<file path="config.mk">
export PLATFORM = sky130hd
export DESIGN_NAME = data_check
export DESIGN_NICKNAME = d
export VERILOG_FILES = /design/src/rtl/data_check.sv
export SDC_FILE = /design/constraint.sdc
export NUM_CORES = 1
export LEC_CHECK = 0
export BUFFER_PORTS_ARGS = -buffer_cell sky130_fd_sc_hd__buf_2
export CAP_MARGIN = 20
export CELL_PAD_IN_SITES_DETAIL_PLACEMENT = 1
export CELL_PAD_IN_SITES_GLOBAL_PLACEMENT = 1
export CORE_MARGIN = 1
export CORE_UTILIZATION = 48
export DETAILED_ROUTE_END_ITERATION = 6
export GPL_TIMING_DRIVEN = 0
export HOLD_SLACK_MARGIN = 0.12
export PLACE_DENSITY = 0.92
export RECOVER_POWER = 50
export SLEW_MARGIN = 40
export SYNTH_ARGS = -nofsm -noshare
export SYNTH_HDL_FRONTEND = slang
export SYNTH_SLANG_ARGS = --single-unit
</file>
<file path="constraint.sdc">
create_clock -name clk -period 13.05 [get_ports clk]
set_input_delay 1.9575 -clock clk [delete_from_list [all_inputs] [get_ports clk]]
set_output_delay 1.9575 -clock clk [all_outputs]
set_load 0.01 [all_outputs]
</file>
<file path="src/rtl/data_check.sv">
// Receive-side checker for 10-bit PRBS test frames: HEAD comma, PRBS_LENGTH
// PRBS words, TAIL comma. Counts bit errors per frame and keeps frame totals.
module data_check #(
    parameter int unsigned             PRBS_LENGTH = 8,
    parameter logic [9:0]              COMMA       = 10'b1100110011,
    parameter int unsigned             POLY_LENGHT = 9,
    parameter int unsigned             POLY_TAP    = 5,
    parameter logic [POLY_LENGHT-1:0]  PRBS_SEED   = {POLY_LENGHT{1'b1}},
    parameter int unsigned             ERR_W       = 10,
    parameter int unsigned             CNT_W       = 16
) (
    input  logic             clk,
    input  logic             rst_n,
    input  logic             check_enable,
    input  logic [9:0]       data_in,
    output logic             in_frame,
    output logic             frame_done,
    output logic             frame_err,
    output logic             tail_err,
    output logic [ERR_W-1:0] bit_err_cnt,
    output logic [CNT_W-1:0] frame_cnt,
    output logic [CNT_W-1:0] err_frame_cnt
);

    localparam int unsigned WORD_W = 10;
    localparam int unsigned WCNT_W = (PRBS_LENGTH > 1) ? $clog2(PRBS_LENGTH) : 1;
    localparam int unsigned POP_W  = 4;
    localparam int unsigned SUM_W  = ERR_W + 1;

    typedef enum logic [1:0] {
        HUNT       = 2'd0,
        CHECK_PRBS = 2'd1,
        CHECK_TAIL = 2'd2
    } state_t;

    state_t                 state, state_d;
    logic [POLY_LENGHT-1:0] lfsr, lfsr_d, lfsr_step, lfsr_tmp;
    logic [WCNT_W-1:0]      wcnt, wcnt_d;
    logic [ERR_W-1:0]       acc, acc_d, acc_sat;
    logic [SUM_W-1:0]       acc_sum;
    logic [WORD_W-1:0]      exp_word, diff;
    logic [POP_W-1:0]       pop;
    logic                   fb;
    logic                   tail_bad;
    logic                   frame_done_d, frame_err_d, tail_err_d;
    logic [ERR_W-1:0]       bit_err_cnt_d;
    logic [CNT_W-1:0]       frame_cnt_d, err_frame_cnt_d;

    // Frame in progress: between HEAD detect and TAIL sample
    assign in_frame = (state == CHECK_PRBS) || (state == CHECK_TAIL);

    // Expected word from the current LFSR (10 serial steps) and the advanced LFSR
    always_comb begin
        lfsr_tmp = lfsr;
        exp_word = '0;
        fb       = 1'b0;
        for (int i = 0; i < WORD_W; i++) begin
            fb          = lfsr_tmp[POLY_LENGHT-1] ^ lfsr_tmp[POLY_TAP-1];
            lfsr_tmp    = {lfsr_tmp[POLY_LENGHT-2:0], fb};
            exp_word[i] = fb;
        end
        lfsr_step = lfsr_tmp;
    end

    // Bit-error count of the current word and saturating accumulation
    always_comb begin
        diff = data_in ^ exp_word;
        pop  = '0;
        for (int i = 0; i < WORD_W; i++) begin
            pop = pop + POP_W'(diff[i]);
        end
        acc_sum = {1'b0, acc} + SUM_W'(pop);
        acc_sat = acc_sum[ERR_W] ? {ERR_W{1'b1}} : acc_sum[ERR_W-1:0];
    end

    // Next-state and next-output logic
    always_comb begin
        state_d         = state;
        lfsr_d          = lfsr;
        wcnt_d          = wcnt;
        acc_d           = acc;
        tail_bad        = 1'b0;
        frame_done_d    = 1'b0;
        frame_err_d     = frame_err;
        tail_err_d      = tail_err;
        bit_err_cnt_d   = bit_err_cnt;
        frame_cnt_d     = frame_cnt;
        err_frame_cnt_d = err_frame_cnt;

        if (!check_enable) begin
            // Abort: partial frame is dropped without touching results
            state_d = HUNT;
        end else begin
            case (state)
                HUNT: begin
                    if (data_in == COMMA) begin
                        state_d = CHECK_PRBS;
                        lfsr_d  = PRBS_SEED;
                        wcnt_d  = '0;
                        acc_d   = '0;
                    end
                end
                CHECK_PRBS: begin
                    acc_d  = acc_sat;
                    lfsr_d = lfsr_step;
                    wcnt_d = wcnt + WCNT_W'(1);
                    if (wcnt == WCNT_W'(PRBS_LENGTH - 1)) begin
                        state_d = CHECK_TAIL;
                    end
                end
                CHECK_TAIL: begin
                    tail_bad      = (data_in != COMMA);
                    state_d       = HUNT;
                    frame_done_d  = 1'b1;
                    tail_err_d    = tail_bad;
                    frame_err_d   = (acc != '0) || tail_bad;
                    bit_err_cnt_d = acc;
                    if (!(&frame_cnt)) begin
                        frame_cnt_d = frame_cnt + CNT_W'(1);
                    end
                    if (frame_err_d && !(&err_frame_cnt)) begin
                        err_frame_cnt_d = err_frame_cnt + CNT_W'(1);
                    end
                end
                default: state_d = HUNT;
            endcase
        end
    end

    // State, datapath and result registers
    always_ff @(posedge clk or negedge rst_n) begin
        if (!rst_n) begin
            state         <= HUNT;
            lfsr          <= PRBS_SEED;
            wcnt          <= '0;
            acc           <= '0;
            frame_done    <= 1'b0;
            frame_err     <= 1'b0;
            tail_err      <= 1'b0;
            bit_err_cnt   <= '0;
            frame_cnt     <= '0;
            err_frame_cnt <= '0;
        end else begin
            state         <= state_d;
            lfsr          <= lfsr_d;
            wcnt          <= wcnt_d;
            acc           <= acc_d;
            frame_done    <= frame_done_d;
            frame_err     <= frame_err_d;
            tail_err      <= tail_err_d;
            bit_err_cnt   <= bit_err_cnt_d;
            frame_cnt     <= frame_cnt_d;
            err_frame_cnt <= err_frame_cnt_d;
        end
    end

endmodule

</file>
==> results.yml, run 1 <==
yosys:
  syn-num-nets: 395
  synth-seq-area-share: 0.455
  syn_inst: 362
  yosys_register_bits: 69
  synth_common_cells: "dfrtp_1 (60), nand2_1 (46), xnor2_1 (31)"
  yosysWarnings: 0
  synth_ff_type: "dfrtp_1"
  synth_area_leaders: "dfrtp_1 (39%), xnor2_1 (7.1%), dfstp_2 (6.2%)"
  yosys.area.top_type_share: 0.393
  postSynthAreaPerCell_um2: 10.5
  syn_area_um2: 3820
  async_reset_ff_frac: 1.00
  synth_edf_count: 0
  yosys.area.top_type: "dfrtp_1"
  yosysMostFrequentCell: "dfrtp_1"
  synth_cell_types: 53
routing:
  first_pass_iters: 4
  vias_per_cell: 5.64
  vias: 3042
  final_antenna_net_count: 0
  dr.first_iter.drc_count: 107
  drt-total-wl_um: 9970
  drc: 0
  avgRoutedWirePerCell_um: 18.5
grt:
  grt_pass1_wl_um: 16800
  overflow: 0
  grt_max_degree: 48
  grt_antenna_before_repair: 0
  track_usage: 0.259
  grt_pass1_vias: 3346
hold_path:
  holdPathStages: 1
  hold_path_end: "frame_cnt[15]$_DFFE_PN0P_"
  hold_class: "flop to flop"
  hold_start: "frame_cnt[15]$_DFFE_PN0P_"
flow_run:
  timing.max_cap.violations: 1
timing:
  finalSetupTns_ps: 0
  rsz0062_at_grt: "no"
  fin_crit_sh: 0.427
  drv_slew: 48
  worst_pin_slew_ps: 2610
  period_needed_ps: 5580
  max-slew-margin-rel: -0.739
  skew_ps: 8.70
  fmax_mhz: 179
  hold_viol: 0
  setup_viol: 0
finish:
  finalInstanceArea_um2: 4430
  nets: 465
  area_delta_synth_final_pct: 16.1
  drive_gt1_frac: 0.215
  diodes: 0
setup_path:
  r2r_cells: 14
  r2r_setup_slack_ps: 8260
  crit_fanout: 8
  worstSetupPathType: "input port to flop"
  endpoint_kind: "flop"
  cp-start-kind: "input port"
  crit_arrival_ps: 5860
  r2r-end: "acc[9]$_DFFE_PN0P_"
  crit_required_ps: 13340
  rr_startpoint: "lfsr[8]$_DFFE_PN1P_"
floorplan:
  core_um2: 7730
  fp.dieArea_um2: 8310
  start_util: 0.494
  dieWidth_um: 91.2
  rows: 32
  fp.dieH_um: 91.2
  ios: 59
status:
  outcome: "finished with violations"
  violations: "max-capacitance violations, max-slew violations"
clocking:
  clk_pin_slew_ps: 80
  clockBufferDepth: 2
  clk-insertion-delay-late_ps: 360
  cts_sinks: 69
  cts_resized: 0
  cts_hold_buf: 0
  cts_buffers: 9
  cts-root-buf: "clkbuf_8"
  cts_tree: "built"
  cts_setup_buffers: 0
  h-tree-depth: 3
power_and_ir_drop:
  total_power_mw: 0.496
  power_leakage_nw: 2.25
  powerDensity_nw_per_um2: 112
  peakVddDrop_mv: 0.0713
placed_design:
  hpwl_um: 7160
  portBuffers: 58
  place_area_um2: 4270
  gp_congestion: 0.807
flip-flops by register name, summed over array words and instances, names as in the netlist:
register and flops:
acc 10, bit_err_cnt 10, err_frame_cnt 16, frame_cnt 16, frame_done 1, frame_err 1
lfsr 9, state 2, tail_err 1, wcnt 3
cells by family after synthesis:
| group | synth area share |
|---|---|
| compound gates | 0.120 |
| xor+xnor | 0.126 |
| fa+ha+maj | 0.0793 |
| buf+inv | 0.0331 |
| flops | 0.455 |
| mux | 0.00852 |
| simple gates | 0.178 |
where the power goes:
part | total (mW) | switching (mW) | leakage, nW | internal [mW]
Clock | 0.199 | 0.0866 | 0.112 | 0.112
Combinational | 0.0781 | 0.0439 | 1.23 | 0.0342
Sequential | 0.219 | 0.00249 | 0.907 | 0.216
worst max path at each step:
stage                          start                  to  slack [ps]  cells past startpoint
after detailed placement  data_in[6]  acc[1]$_DFFE_PN0P_        7100                     14
after floorplan           data_in[6]  acc[0]$_DFFE_PN0P_        7570                     13
final                     data_in[8]  acc[9]$_DFFE_PN0P_        7470                     14
after global placement    data_in[6]  acc[1]$_DFFE_PN0P_        7210                     14
after global routing      data_in[6]  acc[0]$_DFFE_PN0P_        7240                     14
after CTS                 data_in[6]  acc[1]$_DFFE_PN0P_        7470                     14
per-stage QoR:
| step | hold WS, ps | worst slack, ps | instances | utilization |
|---|---|---|---|---|
| global placement | 456 | 7210 | 522 | 0.548 |
| floorplan | 464 | 7570 | 362 | - |
| finish | 490 | 7470 | 539 | 0.574 |
| global route | 521 | 7240 | 539 | 0.574 |
| CTS | 489 | 7470 | 539 | 0.581 |
| detailed placement | 459 | 7100 | 523 | 0.552 |
critical path: stages:
cell and delay (ps):
buf_2 110, xnor2_1 120, xnor2_1 210, fa_1 480, fa_1 510, inv_1 60
fa_1 510, fa_1 470, fa_1 430, nor2b_1 130, o21ai_0 140, a211o_1 440
o21ai_0 150, o2bb2ai_1 140
cell usage in the layout (no fill, tap or decap), types with 4 or more instances in the layout:
| cell type | Yosys | layout |
|---|---|---|
| a211o_1 | 4 | 4 |
| a21o_1 | 7 | 7 |
| a21oi_1 | 13 | 13 |
| a22o_1 | 4 | 4 |
| and3_1 | 4 | 4 |
| and4_1 | 4 | 4 |
| buf_2 | 2 | 52 |
| clkbuf_1 | 4 | 13 |
| clkbuf_8 | 0 | 10 |
| dfrtp_1 | 60 | 60 |
| dfstp_2 | 9 | 9 |
| fa_1 | 7 | 7 |
| ha_1 | 13 | 13 |
| inv_1 | 16 | 16 |
| nand2_1 | 46 | 47 |
| nand3_1 | 12 | 12 |
| nand4_1 | 8 | 8 |
| nor2_1 | 16 | 16 |
| nor2b_1 | 4 | 4 |
| nor3_1 | 11 | 11 |
| o21ai_0 | 14 | 15 |
| o21ai_1 | 4 | 4 |
| xnor2_1 | 31 | 31 |
| xor2_1 | 24 | 24 |
metal layers:
| metal | vias to the layer above | GRT usage | share of wire | routed length [um] |
|---|---|---|---|---|
| met5 | - | 0 | 0 | 0 |
| met3 | 19 | 0.0536 | 0.031 | 307 |
| met1 | 1550 | 0.310 | 0.41 | 4140 |
| met2 | 80 | 0.456 | 0.53 | 5310 |
| met4 | 0 | 0.0992 | 0.022 | 217 |
| li1 | 1393 | - | - | - |
cell type report:
type / count / area (um2)
inverter: 16 / 60.1
clock buffer: 10 / 138
tap: 102 / 128
timing repair buffer: 59 / 285
buffer: 10 / 65.1
multi-input combinational: 267 / 1930
fill: 896 / 3300
sequential: 69 / 1740
clock inverter: 6 / 86.3
No activity file was read; power rests on OpenSTA's default activity.
==> run 2: changes to the inputs <==
- CORE_UTILIZATION: 48 -> 40
- PLACE_DENSITY: 0.92 -> 0.83
- clock period: 13.05 -> 4.5 ns (I/O delays scaled with it)
==> run 2 against run 1 <==
The run still ends with max-capacitance violations, max-slew violations left. Total power rose to 2.7 times the previous value. Via count down 2.5%. Sequential cell count did not move. Design area grew 1.9%. Utilization fell by 8.5 points. Combinational power grew to 2.9 times the previous value. Wire length fell by 9.8%. Worst setup slack worse by 7300 ps. Sequential power grew to 2.9 times the previous value. Register-to-register slack lost 8100 ps. Sequential share of layout area decreased by 0.72 points. Non-clock buffer count is 4 higher. Largest cell class unchanged.
==> results.yml, run 2 (synthesized netlist as in run 1, its figures left out) <==
placed_design:
  portBuffers: 58
  hpwl_um: 6700
  pre_cts_ws_ps: -233
  gp_congestion: 0.842
  place_inst: 550
  place_area_um2: 4300
setup_path:
  crit_chain: "xnor2_2 > xnor2_2 > fa_1 > fa_1 > inv_1 > fa_1 > fa_2 > fa_2 > nor2b_1 > o21ai_1 > a211o_2 > a21oi_1 > a21o_1"
  crit_fanout: 8
  path_buf_inv: 1
  crit_required_ps: 4790
  cpPeakStageDelay_ps: 620
  cp-start-kind: "flop"
  endpoint_kind: "flop"
  critPathSlowestCell: "dfstp_2"
  crit_arrival_ps: 4610
  crit_path_frequent_cell: "fa_1"
  worstSetupPathType: "flop to flop"
  path_delay_family: "adder cells"
routing:
  dr.first_iter.drc_count: 107
  drt-total-wl_um: 8990
  first_pass_iters: 4
  avgRoutedWirePerCell_um: 15.8
  drc: 0
  vias_per_cell: 5.20
  vias: 2965
  final_antenna_net_count: 0
clocking:
  clk-insertion-delay-late_ps: 350
  h-tree-depth: 3
  cts_sinks: 69
  clockBufferDepth: 2
  clk_pin_slew_ps: 80
  cts_tree: "built"
  cts-root-buf: "clkbuf_8"
  cts_buffers: 9
finish:
  area_delta_synth_final_pct: 18.3
  finalInstanceArea_um2: 4510
  nFillCells: 1068
  final_cell_mix: "dfrtp_1 (60), nand2_1 (47), buf_2 (44)"
  diodes: 0
  final_cells: 570
  reg_top3: "err_frame_cnt x16, frame_cnt x16"
  layout_commonest_cell: "dfrtp_1"
  nets: 469
  final_core_util: 0.489
  drive_gt1_frac: 0.229
grt:
  busiest_layer: "met2"
  grt_max_degree: 36
  overflow: 0
  grt_antenna_before_repair: 0
  grt_pass1_vias: 3122
  met3_usage: 0.0281
  track_usage: 0.194
  use_met2: 0.336
  met1_usage: 0.250
  grt_pass1_wl_um: 15200
floorplan:
  ios: 59
  start_util: 0.413
  fp.dieArea_um2: 9940
  rows: 35
  core_um2: 9240
  dieWidth_um: 99.7
  fp.dieH_um: 99.7
power_and_ir_drop:
  peakVddDrop_mv: 0.183
  combPwrFrac: 0.171
  powerDensity_nw_per_um2: 294
  power_leakage_nw: 2.22
  power.internal_mw: 0.936
  switching_power_mw: 0.389
  p_sw_frac: 0.294
  p_clk_frac: 0.348
  seqPwrFrac: 0.480
timing:
  skew_ps: 12.8
  setup_viol: 0
  period_needed_ps: 4320
  hold_viol: 0
  rsz0062_at_grt: "yes"
  fin_crit_sh: 0.961
  max-slew-margin-rel: -0.259
  drv_slew: 72
  fmax_mhz: 231
  setup_ws_ps: 176
  worst_pin_slew_ps: 1890
status:
  outcome: "finished with violations"
  violations: "max-capacitance violations, max-slew violations"
flow_run:
  timing.max_cap.violations: 2
hold_path:
  hold_class: "flop to flop"
[run 2: cell types whose count changed in the layout (fill, tap and decap cells not counted), sizes merged]
cell      delta
clkinv       -3
buf          -2
clkbuf       +6
bufinv       -2
inv          +2
clkinvlp     +3
[run 2: what timing repair did]
action / 4_1_cts / 5_1_grt
pin swaps: 1 / 2
hold buffers: 0 / 0
buffers inserted: 1 / 5
gates resized for setup: 5 / 7
setup endpoints to repair: 10 / 10
endpoints found under the hold margin: 0 / 0
[run 2: area by class of cell]
type	instances	area (um2)	share of cell area
inverters	16	60.1	0.0133
plain buffers	8	57.6	0.0127
clock buffers	10	128	0.0283
well taps	129	161	0.0358
multi-input cells	267	2000	0.443
clock inverters	6	47.5	0.0105
flip-flops and latches	69	1740	0.385
repair buffers	65	320	0.0710
[run 2: layer usage]
layer  up-vias  wire length, um
li1       1404                -
met1      1492             4070
met2        59             4600
met3        10              227
met4         0               89
met5         -                0
[run 2: through the flow]
step	hold slack (ps)	total power, mW	TNS, ps
2_1_floorplan	379	0.802	0
3_3_place_gp	459	0.846	-937
3_5_place_dp	459	0.867	-1840
4_1_cts	211	1.33	0
5_1_grt	498	1.39	-13.1
6_report	478	1.33	0
[run 2: worst min-delay path, delay by kind of cell, from the launching register on]
kind / cells / cell delay (ps)
and+or+nand+nor: 2 / 100
DFF: 1 / 350
[run 2: path summary, 6_finish.rpt]
kind | from | endpoint | slack [ps] | cells after the start
max in group asynchronous | rst_n | err_frame_cnt[15]$_DFFE_PN0P_ | 1140 | 2
worst min register to register | frame_err$_DFFE_PN0P_ | frame_err$_DFFE_PN0P_ | 480 | 2
min in group asynchronous | rst_n | frame_cnt[9]$_DFFE_PN0P_ | 840 | 1
worst max register to register | lfsr[2]$_DFFE_PN1P_ | acc[1]$_DFFE_PN0P_ | 180 | 13
worst min-delay path | frame_err$_DFFE_PN0P_ | frame_err$_DFFE_PN0P_ | 480 | 2
worst max-delay path | lfsr[2]$_DFFE_PN1P_ | acc[1]$_DFFE_PN0P_ | 180 | 13
[run 2: power by group through the flow]
stage | Sequential (mW) | Combinational, mW | Clock, mW
2_1_floorplan | 0.644 | 0.158 | 0
3_3_place_gp | 0.646 | 0.200 | 0
3_5_place_dp | 0.646 | 0.221 | 0
4_1_cts | 0.636 | 0.224 | 0.473
5_1_grt | 0.638 | 0.263 | 0.494
6_report | 0.637 | 0.227 | 0.462
